[src/rtl/ap_ctrl_pkg.sv]
// Shared types and defaults for the ap_ctrl_chain handshake sequencer.
package ap_ctrl_pkg;

  localparam int unsigned CNT_W_DEF = 32;

  typedef enum logic [1:0] {
    S_IDLE,
    S_ISSUE,
    S_DRAIN,
    S_FINISH
  } seq_state_e;

endpackage

[src/rtl/sat_counter.sv]
// Up-counter that sticks at all-ones instead of wrapping; clear wins over increment.
module sat_counter
  import ap_ctrl_pkg::*;
#(
  parameter int unsigned CNT_W = CNT_W_DEF
) (
  input  logic             clock,
  input  logic             reset,
  input  logic             clr,
  input  logic             inc,
  output logic [CNT_W-1:0] q
);

  logic [CNT_W-1:0] q_q;
  logic [CNT_W-1:0] q_d;

  always_comb begin
    q_d = q_q;
    if (clr) begin
      q_d = '0;
    end else if (inc && (q_q != '1)) begin
      q_d = q_q + 1'b1;
    end
  end

  // NOTE: sequential state is written with non-blocking assignments only.
  always_ff @(posedge clock) begin
    if (reset) begin
      q_q <= '0;
    end else begin
      q_q <= q_d;
    end
  end

  assign q = q_q;

endmodule

[src/rtl/ap_ctrl_chain_sequencer.sv]
// Drives an HLS kernel's ap_ctrl_chain handshake for a programmed number of
// transactions, keeping a bounded number in flight and releasing results via ap_continue.
module ap_ctrl_chain_sequencer
  import ap_ctrl_pkg::*;
#(
  parameter  int unsigned CNT_W           = CNT_W_DEF,
  parameter  int unsigned MAX_OUTSTANDING = 4,
  localparam int unsigned OUT_W           = $clog2(MAX_OUTSTANDING + 1)
) (
  input  logic             clock,
  input  logic             reset,
  input  logic             run,
  input  logic [CNT_W-1:0] num_trans,
  input  logic             cont_en,
  output logic             ap_start,
  input  logic             ap_ready,
  input  logic             ap_done,
  output logic             ap_continue,
  output logic [OUT_W-1:0] outstanding,
  output logic [CNT_W-1:0] started_cnt,
  output logic [CNT_W-1:0] done_cnt,
  output logic [CNT_W-1:0] cycle_cnt,
  output logic             busy,
  output logic             finish,
  output logic             proto_err
);

  localparam logic [OUT_W-1:0] MAX_OUT = OUT_W'(MAX_OUTSTANDING);

  seq_state_e       state_q, state_d;
  logic [CNT_W-1:0] num_q, num_d;
  logic [CNT_W-1:0] started_q, started_d;
  logic [CNT_W-1:0] done_q, done_d;
  logic [OUT_W-1:0] out_q, out_d;
  logic             start_q, start_d;
  logic             finish_q, finish_d;
  logic             err_q, err_d;

  logic active, run_acc, accept, complete, good_complete;

  assign active        = (state_q == S_ISSUE) || (state_q == S_DRAIN);
  assign run_acc       = run && !active;
  assign accept        = start_q && ap_ready;
  assign complete      = ap_done && ap_continue;
  // A completion with nothing in flight is a kernel fault; it flags but never counts.
  assign good_complete = complete && (out_q != '0);

  always_ff @(posedge clock) begin
    if (reset) begin
      state_q   <= S_IDLE;
      num_q     <= '0;
      started_q <= '0;
      done_q    <= '0;
      out_q     <= '0;
      start_q   <= 1'b0;
      finish_q  <= 1'b0;
      err_q     <= 1'b0;
    end else begin
      state_q   <= state_d;
      num_q     <= num_d;
      started_q <= started_d;
      done_q    <= done_d;
      out_q     <= out_d;
      start_q   <= start_d;
      finish_q  <= finish_d;
      err_q     <= err_d;
    end
  end

  // NOTE: every signal assigned here gets a default first, so no latch is inferred.
  always_comb begin
    state_d   = state_q;
    num_d     = num_q;
    started_d = started_q + CNT_W'(accept);
    done_d    = done_q + CNT_W'(good_complete);
    out_d     = out_q + OUT_W'(accept) - OUT_W'(good_complete);
    err_d     = err_q || (complete && (out_q == '0)) || (ap_done && (state_q == S_IDLE));
    finish_d  = 1'b0;

    case (state_q)
      S_IDLE, S_FINISH: begin
        finish_d = (state_q == S_FINISH) && !run;
        if (run) begin
          num_d     = num_trans;
          started_d = '0;
          done_d    = '0;
          state_d   = (num_trans == '0) ? S_FINISH : S_ISSUE;
        end
      end
      S_ISSUE: begin
        if (started_d == num_q) state_d = S_DRAIN;
      end
      S_DRAIN: begin
        if (done_q == num_q) state_d = S_FINISH;
      end
      default: state_d = S_IDLE;
    endcase

    // Look-ahead on next counts: a same-cycle completion keeps a full pipe issuing.
    start_d = (state_d == S_ISSUE) && (started_d < num_d) && (out_d < MAX_OUT);
  end

  always_comb begin
    ap_continue = ap_done && cont_en && active;
    busy        = active;
  end

  sat_counter #(.CNT_W(CNT_W)) u_cycle_cnt (
    .clock (clock),
    .reset (reset),
    .clr   (run_acc),
    .inc   (active),
    .q     (cycle_cnt)
  );

  assign ap_start    = start_q;
  assign outstanding = out_q;
  assign started_cnt = started_q;
  assign done_cnt    = done_q;
  assign finish      = finish_q;
  assign proto_err   = err_q;

endmodule

[config.mk]
export PLATFORM = sky130hd
export DESIGN_NAME = ap_ctrl_chain_sequencer
export DESIGN_NICKNAME = d
export VERILOG_FILES = /design/src/rtl/ap_ctrl_pkg.sv /design/src/rtl/sat_counter.sv /design/src/rtl/ap_ctrl_chain_sequencer.sv
export SDC_FILE = /design/constraint.sdc
export NUM_CORES = 1
export LEC_CHECK = 0
export ABC_AREA = 1
export BUFFER_PORTS_ARGS = -buffer_cell sky130_fd_sc_hd__clkbuf_2
export CAP_MARGIN = 20
export CORE_ASPECT_RATIO = 0.7
export CORE_UTILIZATION = 47
export DETAILED_ROUTE_END_ITERATION = 12
export GPL_TIMING_DRIVEN = 1
export HOLD_SLACK_MARGIN = 0.08
export PLACE_DENSITY = 0.74
export SLEW_MARGIN = 20
export SYNTH_ARGS = -nofsm -noshare
export SYNTH_HDL_FRONTEND = slang
export SYNTH_SLANG_ARGS = --single-unit
[constraint.sdc]
create_clock -name clock -period 5.21 [get_ports clock]
set_input_delay 1.042 -clock clock [delete_from_list [all_inputs] [get_ports clock]]
set_output_delay 1.042 -clock clock [all_outputs]
set_load 0.01 [all_outputs]
* Word level (Yosys, flattened, before mapping)
Index checks and enable logic that the tools add are counted. Widths: inputs -> output; s select.
Cells by class: eq/ne operators 7, order comparisons 2, $add $sub $neg 5, reductions and logical operators 24, multiplexer cells 11, bitwise operators 1
Operator list (count):
- $mux 32 | 6
- $add 32x1->32 | 2
- $eq 32x32->1 | 2
- $add 32x1->32 const B | 1
- $logic_not 32->1 | 1
- $lt 32x32->1 | 1
- $ne 32x32->1 const B | 1
- $logic_and 1x1->1 | 12
- $mux 2 | 4
- $pmux 2 s3 | 1
- $reduce_or 2->1 | 3
- $eq 2x1->1 const B | 2
- $eq 2x2->1 const B | 2
- $add 3x1->3 | 1
- $logic_not 3->1 | 1
- $logic_or 1x1->1 | 3
- $lt 3x3->1 const B | 1
- $reduce_bool 3->1 | 1
- $sub 3x1->3 | 1
- $logic_not 1->1 | 2
- $logic_not 2->1 | 1
- $not 1->1 | 1
Word-level totals: word-level logic and storage cells 59, bits of input ports 38, output and inout bits 104, register bits after elaboration 136

* Depth between registers and ports, before layout
Gate-level depths: netlist of the first run.
depth in word-level cells 8, mapped depth 22, gate-level depth less buffers 22

* Cells and area by module
From an unflattened synthesis of the first run, not the netlist that was laid out.
Unflattened totals: cell total of the unflattened synthesis 1448, area total of the unflattened synthesis 9233.9 um^2
Modules (own cells, without submodules):
- ap_ctrl_chain_sequencer | sequential area each 2082.0 um^2, instances 1, area each 7138.1 um^2, cells an instance 1123
- sat_counter | sequential area each 640.6 um^2, instances 1, area each 2095.8 um^2, cells an instance 325

* Worst setup path after synthesis of the first run
Ideal clock, no wire load.
kind input -> register, start point input port ap_ready, end point register start_q (netlist: ap_start), setup time 0.114 ns, stages on the path 18, arrival 3.204 ns, path buffers 0, required time 5.096 ns, setup slack 1.893 ns, cells stage by stage nand2_1 > inv_1 > ha_1 > ha_1 > nand2_1 > nor2_4 > nand2_1 > nor2_4 > nand3_1 > nand2_1 > nor2_1 > ha_1 > nand4_1 > nor3_1 > nor4b_1 > a21oi_1 > nand3_1 > nor2_1
Between the ends: elaborated cells between the ends (all ways) 14, those cells by class 3 x add/sub; 2 x order compare; 2 x eq/ne; 4 x mux; 3 x reduce/logical
RTL lines:
- start, declared | line ap_ctrl_chain_sequencer.sv:16 | input logic ap_ready,
- $logic_and 1x1->1 (*) | line ap_ctrl_chain_sequencer.sv:43 | assign accept = start_q && ap_ready;
- $add 32x1->32 (*) | line ap_ctrl_chain_sequencer.sv:74 | started_d = started_q + CNT_W'(accept);
- $mux 32 | line ap_ctrl_chain_sequencer.sv:83 | if (run) begin
- $mux 32 (*) | line ap_ctrl_chain_sequencer.sv:80 | case (state_q)
- via started_d[30] | line ap_ctrl_chain_sequencer.sv:32 | logic [CNT_W-1:0] started_q, started_d;
- $lt 32x32->1 (*) | line ap_ctrl_chain_sequencer.sv:100 | start_d = (state_d == S_ISSUE) && (started_d < num_d) && (out_d < MAX_OUT);
- $logic_and 1x1->1 (*) (2 in a row) | line ap_ctrl_chain_sequencer.sv:100
- end signal, assigned | line ap_ctrl_chain_sequencer.sv:64 | start_q <= start_d;
- end, declared | line ap_ctrl_chain_sequencer.sv:35 | logic start_q, start_d;
The timed path passes the listed nets; every way through them passes the cells marked *. A chain may end at the register's enable or synchronous reset.

* Worst setup path in the final report of the first run
start point register state_q[0], end point register done_q[28] (netlist: done_cnt[28])
Between the ends: word-level cells in the longest chain between the ends 8, elaborated cells between the ends (all ways) 12, those cells by class 1 x add/sub; 3 x eq/ne; 2 x mux; 6 x reduce/logical
Ends and longest elaborated chain:
- start, declared | line ap_ctrl_chain_sequencer.sv:30 | seq_state_e state_q, state_d;
- start signal, assigned | line ap_ctrl_chain_sequencer.sv:59 | state_q <= state_d;
- $eq 2x1->1 or $eq 2x2->1 (tied branches) | line ap_ctrl_chain_sequencer.sv:41 | assign active = (state_q == S_ISSUE) || (state_q == S_DRAIN);
- $logic_or 1x1->1 | line ap_ctrl_chain_sequencer.sv:41
- $logic_and 1x1->1 | line ap_ctrl_chain_sequencer.sv:104 | ap_continue = ap_done && cont_en && active;
- $logic_and 1x1->1 | line ap_ctrl_chain_sequencer.sv:44 | assign complete = ap_done && ap_continue;
- $logic_and 1x1->1 | line ap_ctrl_chain_sequencer.sv:46 | assign good_complete = complete && (out_q != '0);
- $add 32x1->32 | line ap_ctrl_chain_sequencer.sv:75 | done_d = done_q + CNT_W'(good_complete);
- $mux 32 | line ap_ctrl_chain_sequencer.sv:83
- $mux 32 (*) | line ap_ctrl_chain_sequencer.sv:80
- end signal, assigned | line ap_ctrl_chain_sequencer.sv:62 | done_q <= done_d;
- end, declared | line ap_ctrl_chain_sequencer.sv:33 | logic [CNT_W-1:0] done_q, done_d;
Every way passes the cells marked *; elsewhere a longest branch is shown, timed or not.

==> metrics.md, run 1 <==
| Metric | Value |
|---|---|
| Number of inserted diodes | 0 |
| Final weighted congestion in routability-driven placement | 0.9605 |
| Clock tree skew after final layout | 0.01067 ns |
| Cells traversed along the worst timing path | inv_1 -> ha_1 -> nand3_1 -> a31oi_1 -> ha_1 -> ha_1 -> nand2_1 -> nor2_1 -> nand2_1 -> inv_2 -> nand3_2 -> nor2_4 -> nand3_2 -> nor2_2 -> nand4_2 -> nor3_2 -> nand2_1 -> nor3_1 -> nor3_1 |
| Pre-CTS setup slack | 1.210 ns |
| Count of buffers added by post-CTS timing repair for setup | 0 |
| Worst reg-to-reg setup slack | 1.36 ns |
| RSZ-0062 raised after global routing | false |
| Top cell type by total area after synthesis | dfxtp_1 |
| Average via count per standard cell | 5.446 |
| Layout-stage area growth over the synthesis result | 17.89% |
| Worst Setup Start Kind | flip-flop |
| Maximum number of pins on one net before global-route repair | 64 |
| Top cell type's share of synthesized area | 0.3141 |
| Routed Wire Length | 28.61 mm |
| Time the final worst path needs with I/O delays and setup | 3.851 ns |
| Worst r2r path cells | 19 |
| Global route overflow | 0 |
| Critical path capture point type | flip-flop |
| Leading cell types by total area after synthesis | dfxtp_1 (31%), nand2_1 (15%), nor2_1 (9.1%) |
| Portion of the post-synthesis area used by sequential elements | 0.3141 |
| Buffer levels on the longest clock path | 2 |
| Die W | 164.3 um |
| VDD IR-drop max | 254.1 uV |
| Synth warnings | 0 |
| CP Data Required Time | 5.52 ns |
| Root buffer cell | clkbuf_16 |
| Critical Path Max Stage Delay | 0.50 ns |
| I/O pin count | 142 |
| Cell family with most CP delay | simple AND/OR/NAND/NOR gates |
| Max Transition Viols Final | 0 |
| Placeable core region | 0.01806 mm2 |
| Via count | 9438 |
| Most frequent cells in the layout | nand2_1 (349), nor2_1 (208), inv_1 (159), clkbuf_2 (141), dfxtp_1 (136) |
| Average wire length per cell after detail routing | 16.51 um |
| Run status | finished clean |
| Master of the slowest instance on the critical path | ha_1 |
| Asr flop ratio synth | 0 |
| Post-cts hold buffer count | 0 |
| Vertical die dimension | 115.6 um |
| Crit path kind | flip-flop to flip-flop |
| Clock sink count | 136 |
| Number of global-route vias before repair | 8194 |
| Transition at the pin with the smallest max-transition slack | 1.020 ns |
| Post-DP HPWL | 22.28 mm |
| Portion of the clock cycle consumed by the worst path in the final layout | 0.7391 |
| Post_cts resized | 0 |
| CTS Buf Count | 17 |
| Final count of negative-setup-slack endpoints | 0 |
| Global-route wire length before repair | 44.26 mm |
| DRT iter0 DRCs | 1127 |
| Fraction of layout instances using a drive strength above 1 | 0.1510 |
| Worst slew slack as a fraction of its limit | 0.3193 |
| Most common cell after layout, fill and taps aside | nand2_1 |
| Prevailing post-synth register cell | dfxtp_1 |
| Number of cells on the worst hold path | 2 |
| H-tree Lvls | 4 |
| Mean instance size in the synthesized netlist | 6.439 um2 |
| TritonCTS clock tree | done |
| Syn Std Cell Area | 0.008667 mm2 |
| Number of search-and-repair iterations in the first detailed-routing pass | 6 |
| Post-CTS clock slew at the launch and capture registers of the worst setup and hold paths | 0.06 ns |
| Maximum achievable frequency | 0.2597 GHz |
| Net count of the mapped netlist | 1428 |
| Number of core rows | 41 |
| Pleak | 4.467 nW |
| Final setup TNS | 0 ns |
| Class of the tightest hold or removal check | flip-flop to flip-flop |
| Worst setup slack after layout | 1.359 ns |
| Post-Route Hold Slack | 0.5098 ns |
| Most heavily used metal layer in global routing | met1 |
| Final Net Count | 1566 |
| Max Cap Violations | 0 |
| Yosys reg bits | 136 |
| Post-synth EDFFs | 0 |
| Skew-Pair Late Insertion Delay | 0.44 ns |
| Hold path start | u_cycle_cnt.q[15] |
| Top fanout value on the critical path | 8 |
| Global routing usage on met2 | 0.4020 |
| Area of the die | 0.01900 mm2 |
| Count of endpoints failing hold in the final timing report | 0 |
| R2R Path Start | state_q[0] |
| Met3 track demand over resource in global routing | 0.09485 |
| Met1 routing resource usage after global routing | 0.4742 |
| Arrival time of the worst setup path | 4.16 ns |
| Post-Synthesis Cells | 1346 |
| Aggregate global-route resource usage | 0.3074 |
| Starting utilization of the core area | 0.4800 |
| P per Cell Area | 350.9 mW/mm2 |
| Final ANT Viol Nets | 0 |
| Number of antenna violations at the first check in global routing | 0 |
| Buf/Inv on CP | 2 |
| DRC Markers | 0 |
| Number of input and output port buffers inserted | 141 |
| Worst Hold End | u_cycle_cnt.q[15] |
| Post-synth cell types | 44 |
| End of the worst register-to-register path | done_cnt[28] |
## power by group
group	switching (mW)	total, mW	internal [mW]	leakage, nW
clock	0.492	1.26	0.763	0.286
combinational	0.756	1.11	0.349	3.08
sequential	0.0951	1.22	1.13	1.10
## cells in the mapped netlist (all sizes together) (4+ instances only)
| cell type | number |
|---|---|
| a21oi | 60 |
| a31oi | 5 |
| buf | 6 |
| clkbuf | 22 |
| dfxtp | 136 |
| ha | 43 |
| inv | 162 |
| nand2 | 359 |
| nand3 | 94 |
| nand3b | 4 |
| nand4 | 36 |
| nor2 | 231 |
| nor3 | 38 |
| nor4 | 16 |
| o21ai | 63 |
| xnor2 | 23 |
| xor2 | 21 |
## flip-flops by register name (all words and copies together) (netlist names)
register / flops
ap_start: 1
done_cnt: 32
finish: 1
num_q: 32
outstanding: 3
proto_err: 1
started_cnt: 32
state_q: 2
u_cycle_cnt.q: 32
## area by class of cell
| class | instances | area, um2 |
|---|---|---|
| fillers | 1791 | 7840 |
| multi-input cells | 1018 | 5224 |
| flip-flops and latches | 136 | 2723 |
| repair buffers | 147 | 763.2 |
| inverters | 164 | 615.6 |
| clock buffers | 20 | 446.7 |
| well taps | 236 | 295.3 |
| clock inverters | 12 | 150.1 |
## worst max-delay path by stage
| stage | cells past startpoint | end | startpoint |
|---|---|---|---|
| after global placement | 19 | ap_start | ap_ready |
| after detailed placement | 19 | ap_start | ap_ready |
| after CTS | 19 | done_cnt[28] | state_q[0] |
| after global routing | 20 | done_cnt[28] | state_q[0] |
| final | 19 | done_cnt[28] | state_q[0] |
| after floorplan | 18 | ap_start | ap_ready |
## per-layer routing
metal	wire length [um]	share of wire
met5	0	0
met3	3485	0.12
met4	389	0.014
met1	13990	0.49
met2	10740	0.38
## cell families (layout without fill, tap and decap cells)
group / Yosys count / in the layout / synth area share
adders and majority gates: 44 / 44 / 0.06439
xor gates and xnor gates: 44 / 44 / 0.04446
and+or+nand+nor: 789 / 789 / 0.4061
buffers and inverters: 192 / 343 / 0.08373
AOI/OAI and AO/OA: 140 / 140 / 0.08604
DFF: 136 / 136 / 0.3141
muxes: 1 / 1 / 0.001155
## through the flow
step	cell area, um2	cells	power (mW)	util
after floorplan	8667	1346	1.971	-
after global placement	9620	1701	2.303	0.5328
after detailed placement	9620	1701	2.312	0.5328
after CTS	10220	1733	3.561	0.5658
after global routing	10220	1733	3.782	0.5658
final	10220	1733	3.585	0.5658
## tightest hold or removal path, cell delays in order, from the launching register on
cell     delay, ns
dfxtp_1       0.34
inv_1         0.07
a21oi_1       0.06
No activity file was read; power rests on OpenSTA's default activity.
==> inputs of run 2 (changes only) <==
--- a/config.mk
+++ b/config.mk
@@ -5,7 +5,7 @@
 export SDC_FILE = /design/constraint.sdc
 export NUM_CORES = 1
 export LEC_CHECK = 0
-export ABC_AREA = 1
+export ABC_AREA = 0
 export BUFFER_PORTS_ARGS = -buffer_cell sky130_fd_sc_hd__clkbuf_2
 export CAP_MARGIN = 20
 export CORE_ASPECT_RATIO = 0.7
@@ -13,7 +13,7 @@
 export DETAILED_ROUTE_END_ITERATION = 12
 export GPL_TIMING_DRIVEN = 1
 export HOLD_SLACK_MARGIN = 0.08
-export PLACE_DENSITY = 0.74
+export PLACE_DENSITY = 0.78
 export SLEW_MARGIN = 20
 export SYNTH_ARGS = -nofsm -noshare
 export SYNTH_HDL_FRONTEND = slang
==> constraint.sdc (replaced) <==
create_clock -name clock -period 3.5 [get_ports clock]
set_input_delay 0.7 -clock clock [delete_from_list [all_inputs] [get_ports clock]]
set_output_delay 0.7 -clock clock [all_outputs]
set_load 0.01 [all_outputs]
==> run 2 against run 1 <==
Against the previous run:
- via count shrank 19%
- clock power rose by 52%
- maximum frequency increased by 14%
- die area decreased by 8.2%
- core utilization up 5.5 points
- non-clock buffer count rose by 80
- first-iteration DRC count is 37% lower
- critical endpoint is now ap_start
==> metrics.md, run 2 <==
| Metric | Value |
|---|---|
| Layout-stage area growth over the synthesis result | 28.10% |
| Average via count per standard cell | 5.602 |
| Post-Synthesis Cells | 918 |
| Time the final worst path needs with I/O delays and setup | 3.390 ns |
| Final ANT Viol Nets | 0 |
| Post-CTS clock slew at the launch and capture registers of the worst setup and hold paths | 0.06 ns |
| Vertical die dimension | 110.8 um |
| Clock tree skew after final layout | 0.007355 ns |
| Skew-Pair Late Insertion Delay | 0.42 ns |
| Post-DP HPWL | 20.45 mm |
| Pleak | 4.321 nW |
| Number of global-route vias before repair | 7078 |
| Average wire length per cell after detail routing | 19.06 um |
| Final Net Count | 1212 |
| CP Data Required Time | 3.80 ns |
| Post-synth cell types | 66 |
| RSZ-0062 raised after global routing | true |
| Syn Std Cell Area | 0.007943 mm2 |
| Prevailing post-synth register cell | dfxtp_1 |
| Worst slew slack as a fraction of its limit | 0.5122 |
| Pre-CTS setup slack | -0.2539 ns |
| Fraction of layout instances using a drive strength above 1 | 0.2555 |
| Maximum number of pins on one net before global-route repair | 72 |
| Count of endpoints failing hold in the final timing report | 0 |
| Final count of negative-setup-slack endpoints | 0 |
| DRC Markers | 0 |
| VDD IR-drop max | 330.6 uV |
| Post-cts hold buffer count | 0 |
| Die W | 157.4 um |
| Transition at the pin with the smallest max-transition slack | 0.7250 ns |
| Root buffer cell | clkbuf_16 |
| Critical path capture point type | flip-flop |
| Starting utilization of the core area | 0.4844 |
| Most frequent cells in the layout | nor2_1 (186), clkbuf_2 (141), dfxtp_1 (135), buf_4 (83), xnor2_1 (71) |
| Worst Setup Start Kind | flip-flop |
| Run status | finished clean |
| CTS Buf Count | 17 |
| Buffer levels on the longest clock path | 2 |
| Max Transition Viols Final | 0 |
| Most used standard cells in the synthesized netlist | nor2_1 (186), dfxtp_1 (136), xnor2_1 (73) |
| DRT iter0 DRCs | 706 |
| Global route overflow | 0 |
| Asr flop ratio synth | 0 |
| Number of core rows | 39 |
| Portion of the post-synthesis area used by sequential elements | 0.3428 |
| Clock sink count | 136 |
| Synth warnings | 0 |
| Net count of the mapped netlist | 1000 |
| Count of fill cells added during filler insertion | 1442 |
| Portion of the clock cycle consumed by the worst path in the final layout | 0.9687 |
| Arrival time of the worst setup path | 3.69 ns |
| Mean instance size in the synthesized netlist | 8.652 um2 |
| Top cell type's share of synthesized area | 0.3428 |
| Number of inserted diodes | 0 |
| Number of search-and-repair iterations in the first detailed-routing pass | 5 |
| Top cell type by total area after synthesis | dfxtp_1 |
| Area of the die | 0.01743 mm2 |
| Class of the tightest hold or removal check | flip-flop to flip-flop |
| Master of the slowest instance on the critical path | dfxtp_2 |
| Leading cell types by total area after synthesis | dfxtp_1 (34%), nor2_1 (8.8%), xnor2_1 (8.0%) |
| Crit path kind | flip-flop to flip-flop |
| Yosys reg bits | 136 |
| Global-route wire length before repair | 39.85 mm |
| Placeable core region | 0.01640 mm2 |
| Aggregate global-route resource usage | 0.3036 |
| Routed Wire Length | 26.08 mm |
| Worst setup slack after layout | 0.1097 ns |
| Number of antenna violations at the first check in global routing | 0 |
| Max Cap Violations | 0 |
| Most frequently used cell type in the post-synthesis netlist | nor2_1 |
| Number of input and output port buffers inserted | 141 |
| Most common cell after layout, fill and taps aside | nor2_1 |
| Post-synth EDFFs | 0 |
| TritonCTS clock tree | done |
| H-tree Lvls | 4 |
| P per Cell Area | 520.4 mW/mm2 |
| I/O pin count | 142 |
| Final weighted congestion in routability-driven placement | 1.085 |
| Post-Route Hold Slack | 0.5049 ns |
| Top fanout value on the critical path | 4 |
| Via count | 7663 |
| Cells traversed along the worst timing path | and2_4 -> ha_1 -> ha_2 -> nand4_4 -> nor4_4 -> buf_4 -> nand4_1 -> xor2_1 -> nor2_1 -> ha_1 -> nand4_1 -> or2_2 -> nor2_1 -> nand2_1 -> o2111ai_1 -> o22ai_1 |
| Critical Path Max Stage Delay | 0.38 ns |
| Maximum achievable frequency | 0.2950 GHz |
-- run 2: cells by family (layout without fill, tap and decap cells) --
group	Yosys count	count (layout)	synth area share
DFF	136	136	0.3428
xor gates and xnor gates	148	148	0.1756
muxes	30	30	0.03796
adders and majority gates	44	44	0.07026
and+or+nand+nor	431	431	0.2790
buffers and inverters	49	274	0.02473
AOI/OAI and AO/OA	80	80	0.06963
-- run 2: stage by stage --
stage                     area (um2)  instances    util  power (mW)  setup TNS (ns)
after floorplan                 7969        918       -       2.782               0
after global placement          9483       1335  0.5784       3.318         -0.3437
after detailed placement        9483       1335  0.5784       3.333         -0.5920
after CTS                      10100       1367  0.6159       5.241               0
after global routing           10170       1368  0.6206       5.519        -0.07696
final                          10170       1368  0.6206       5.295               0
-- run 2: report_power, final --
group	switching, mW	total (mW)	leakage, nW	internal (mW)
combinational	0.921	1.57	2.92	0.649
sequential	0.161	1.82	1.10	1.66
clock	0.678	1.91	0.302	1.23
total	1.76	5.29	4.32	3.53
-- run 2: path summary, 6_finish.rpt --
| check | startpoint | end | slack [ns] | cells after the start |
|---|---|---|---|---|
| min | u_cycle_cnt.q[1] | u_cycle_cnt.q[1] | 0.50 | 2 |
| min reg2reg | u_cycle_cnt.q[1] | u_cycle_cnt.q[1] | 0.50 | 2 |
| max reg2reg | ap_start | ap_start | 0.11 | 16 |
| max | ap_start | ap_start | 0.11 | 16 |
-- run 2: repair_timing --
item / CTS / global route
endpoints found under the setup margin: 0 / 5
setup buffers: 0 / 1
gates resized for setup: 0 / 13
-- run 2: per-layer routing --
metal / global-route usage / vias to the layer above / routed length, um
li1: - / 3640 / -
met1: 0.4502 / 3606 / 12120
met2: 0.4021 / 383 / 10230
met3: 0.09969 / 34 / 3173
met4: 0.1042 / 0 / 552
met5: 0 / - / 0
-- run 2: final cells by class --
| cell class | instances | area (um2) | area share |
|---|---|---|---|
| Clock buffer | 24 | 471.7 | 0.04636 |
| Multi-Input combinational cell | 733 | 5117 | 0.5029 |
| Timing Repair Buffer | 227 | 1380 | 0.1356 |
| Sequential cell | 136 | 2724 | 0.2677 |
| Clock inverter | 8 | 143.9 | 0.01414 |
| Inverter | 15 | 56.30 | 0.005534 |
| Tap cell | 225 | 281.5 | 0.02767 |
-- run 2: critical path, delay by kind of cell, from the launching register on --
kind	cells	cell delay [ns]
AOI/OAI and AO/OA	2	0.28
and+or+nand+nor	9	1.46
xor gates and xnor gates	1	0.27
adders and majority gates	3	0.70
DFF	1	0.38
buffers and inverters	1	0.17
